$ cat config.mk
export PLATFORM = sky130hd
export DESIGN_NAME = op_vec_fifo
export DESIGN_NICKNAME = d
export VERILOG_FILES = /design/src/rtl/op_vec_fifo.sv
export SDC_FILE = /design/constraint.sdc
export NUM_CORES = 1
export LEC_CHECK = 0
export ABC_AREA = 1
export ABC_CLOCK_PERIOD_IN_PS = 1840
export BUFFER_PORTS_ARGS = -buffer_cell sky130_fd_sc_hd__buf_2
export CORE_AREA = 2 2 53 55
export DETAILED_ROUTE_END_ITERATION = 16
export DIE_AREA = 0 0 55 57
export PLACE_DENSITY = 0.74
export SYNTH_ARGS = -nofsm -noshare
export SYNTH_HDL_FRONTEND = slang
export SYNTH_SLANG_ARGS = --single-unit
$ cat constraint.sdc
create_clock -name clk -period 1.84 [get_ports clk]
set_input_delay 0.276 -clock clk [delete_from_list [all_inputs] [get_ports clk]]
set_output_delay 0.276 -clock clk [all_outputs]
set_load 0.01 [all_outputs]
$ cat src/rtl/op_vec_fifo.sv
// Operand-vector FIFO feeding the shared-expression stage.
// First-word-fall-through. Fields are zeroed while the buffer is empty.
module op_vec_fifo #(
  parameter int unsigned DEPTH = 4,
  parameter int unsigned CW    = 3
) (
  input  logic          clk,
  input  logic          rst,
  input  logic          flush,
  input  logic          in_valid,
  input  logic [4:0]    in_vec,
  output logic          in_ready,
  output logic          out_valid,
  input  logic          out_ready,
  output logic          a,
  output logic          b,
  output logic          c,
  output logic          d,
  output logic          e,
  output logic [CW-1:0] count
);

  localparam int unsigned AW = $clog2(DEPTH);

  logic [4:0]    mem [DEPTH];
  logic [AW-1:0] wp;
  logic [AW-1:0] rp;
  logic          push;
  logic          pop;

  assign in_ready  = !rst && !flush && (count != CW'(DEPTH));
  assign out_valid = (count != '0);
  assign push      = in_valid && in_ready;
  assign pop       = out_valid && out_ready;

  assign {a, b, c, d, e} = out_valid ? mem[rp] : 5'b0;

  // push is already gated by rst and flush through in_ready
  always_ff @(posedge clk) begin
    if (push) mem[wp] <= in_vec;
  end

  always_ff @(posedge clk) begin
    if (rst || flush) begin
      wp    <= '0;
      rp    <= '0;
      count <= '0;
    end else begin
      if (push) wp <= wp + 1'b1;
      if (pop)  rp <= rp + 1'b1;
      case ({push, pop})
        2'b10:   count <= count + 1'b1;
        2'b01:   count <= count - 1'b1;
        default: count <= count;
      endcase
    end
  end

endmodule

==> implementation parameters <==
Parameter                              Value

Outcome
  Result of the run    completed

Placed design
  Buffers added on ports    19
  Placed wire-length estimate after detailed placement    between 1500 and 2000 µm
  Placer Congestion    0.7361
  Cell Area, Placed    1470 µm²

Synthesis
  Post-synth net total    146
  Sequential element share of the synthesized area    0.5909
  Multiplexer share of the synthesized area    0
  Adder-Cell Fraction of Synth Area    0.06250
  Fraction of the mapped netlist area in simple logic gates    0.1913
  Synthesized-area fraction occupied by xor and xnor cells    0
  Number of different library cells in the post-synthesis netlist    19
  Avg Cell Area, Syn    between 10 and 15 µm²
  Syn Std Cell Area    1321 µm²
  Dominant combinational cell family by area after synthesis    simple AND/OR/NAND/NOR gates
  Flip-flop and latch count after synthesis    29
  Complex-gate fraction of the synthesized area    0.09280
  Warnings, synthesis    0
  Syn Inst Count    between 100 and 150

Finish
  Register Area    approximately 790 µm²
  NumNets Final    175
  Footprint of the multi-input gates    470.5 µm²
  Fraction of final layout cells with drive strength greater than 1    0.2938
  Signed area change from the synthesized netlist to the final layout    17.05%
  Number of fill cells in the layout    231
  Number of antenna diodes    0
  Non-Filler Cell Area, Final    1546 µm²

Clocking
  Skew-Pair Late Insertion Delay    just over 0.3 ns
  Root buffer selected by CTS    clkbuf_4
  Number of buffers created by CTS    5
  Clock-pin slew reported for the worst setup and hold paths after clock tree synthesis    about 0.080 ns
  Number of H-tree levels    2
  Clock sink count    29
  Bufs on Longest Clock Path    2
  Clock tree from TritonCTS    built

Route
  Iter 0 DRT Violations    27
  Number of vias in the routed layout    948
  WL final    around 2300 µm
  Count of TritonRoute iterations in the first routing pass    4
  DRC viols    0
  Avg WL per Cell    about 12 µm
  Mean number of vias per cell    4.963
  Post-route antenna net violation count    0

Hold path
  Type of the most critical hold path    in2reg

Global route
  First-pass GRT wire length    3387 µm
  Initial antenna violation count    0
  Pin count of the biggest net entering global routing    12
  Via count of the first global-routing pass    837
  GRT Util Overall    0.1613
  Grt total ovfl    0

Floorplanning
  Floorplan Core Area    2615 µm²
  Initial standard-cell utilization of the core    0.5053
  Boundary pin count    20
  Horiz. Die Dim    between 50 and 60 µm
  Row count    19
  Die area    3135 µm²
  Die Span Y    around 57 µm

Setup path
  Critical Path Sink Type    output port
  CP Data Required Time    1.56 ns
  Arrival time of data at the critical path endpoint    roughly 1.5 ns
  CP startpoint kind    flip-flop
  Setup slack on the worst flop-to-flop path    ~0.11 ns
  Category of the most critical setup path    reg2out
  Highest fanout seen on the critical path    6

Timing
  Worst hold-check slack    0.1802 ns
  Tmin final    roughly 1.7 ns
  Max-slew violation count    0
  Achievable clock frequency    0.5744 GHz
  Normalized max-slew margin    0.6970
  Worst-Margin Slew    ~0.45 ns
  Final Hold Viols    0
  Share of the clock period used by the worst path after layout    0.9461
  Setup repair after global routing missed its margin    false
  Clock tree skew after final layout    0.005516 ns
  Final setup violation count    0
  Setup tns final    0 ns

Power and ir drop
  Final Power    1136 µW
  Max IR drop VDD    463.1 µV
  LEAKAGE    0.0006343 µW
  PD cells    734.6 nW/µm²

Run
  Max-Cap Viols    0
## state kept, by name, indices dropped and copies added, names as in the netlist, named ones only
signal	flops
wp	2
rp	2
count	3
mem	20
## Yosys cell counts
cell type   n  share of area
a21oi_1     9          0.034
a21oi_2     2          0.013
buf_4       1         0.0057
dfxtp_1     9           0.14
edfxtp_1   20           0.45
fa_1        1          0.015
ha_1        5          0.047
inv_1      18          0.051
inv_2       2         0.0057
nand2_1    11          0.031
nand2_2     3          0.014
nand2_4     1         0.0085
nand3_1     5          0.019
nand3_4     1          0.013
nand4_1     1         0.0047
nor2_1     27          0.077
nor2_4      1         0.0085
nor2_8      1          0.015
o21ai_0    12          0.045
## layer usage
metal  routed length, µm  global-route usage  up-vias
met1                 865              0.1551      430
met4                  30             0.07317        0
met2                1199              0.2840       27
met5                   0                   0        -
li1                    -                   -      487
met3                 161             0.07068        4
## cells by family after synthesis
logic type,count (synthesis)
AO/OA/AOI/OAI,23
adder cells (fa/ha/maj),6
buffers and inverters,21
flip-flops,29
AND/OR/NAND/NOR,51
## per-stage QoR
stage	utilization	instances	setup WS, ns
after floorplan	-	130	0.1289
after global placement	0.5622	182	0.1121
after detailed placement	0.5622	182	0.01464
after CTS	0.5813	190	0.01080
after global routing	0.5914	191	0.007316
final	0.5914	191	0.09916
## path summary, 6_finish.rpt
path / from / cells after the start / endpoint
max: flip-flop / 5 / a
min: in_vec[3] / 1 / mem[1][3]$_DFFE_PP_
max reg2reg: count[0]$_SDFFE_PP0P_ / 10 / count[2]$_SDFFE_PP0P_
min reg2reg: count[0]$_SDFFE_PP0P_ / 1 / count[0]$_SDFFE_PP0P_
## area by class of cell
cell class	instances	area share
Clock buffer	8	0.03155
Inverter	20	0.04854
Multi-Input combinational cell	80	0.3042
Sequential cell	29	0.5097
Tap cell	31	0.02508
Timing Repair Buffer	23	0.08091
## cell usage in the layout (no fill, tap or decap), types with 2 or more instances in the layout
master,netlist,layout
edfxtp_1,20,20
dfxtp_1,9,5
clkbuf_4,0,5
nor2_1,27,26
ha_1,5,4
inv_2,2,2
inv_1,18,18
nand2_1,11,11
clkbuf_1,0,3
o21ai_0,12,12
nand3_1,5,4
nand2_2,3,3
a21oi_2,2,2
a21oi_1,9,9
dfxtp_2,0,3
buf_2,0,19
buf_4,1,4
## critical path: stages, from the launching register on
cell	delay [ns]
dfxtp_1	0.45
inv_1	0.15
nor2_1	0.12
o21ai_0	0.10
a21oi_1	0.18
buf_2	0.16
## repair_timing
action	in CTS	in global routing
cloned	0	0
buffers inserted	0	1
hold buffers	0	0
pin swaps	1	2
endpoints found under the setup margin	5	1
resized for setup	1	8
## power breakdown
group          switching [µW]  internal, µW  leakage [µW]
registers                6.06           702      0.000256
clock network             186           152     0.0000265
logic                    55.5          34.6      0.000352
total                     248           889      0.000634
Note: power is estimated with default switching activity, not from simulation.
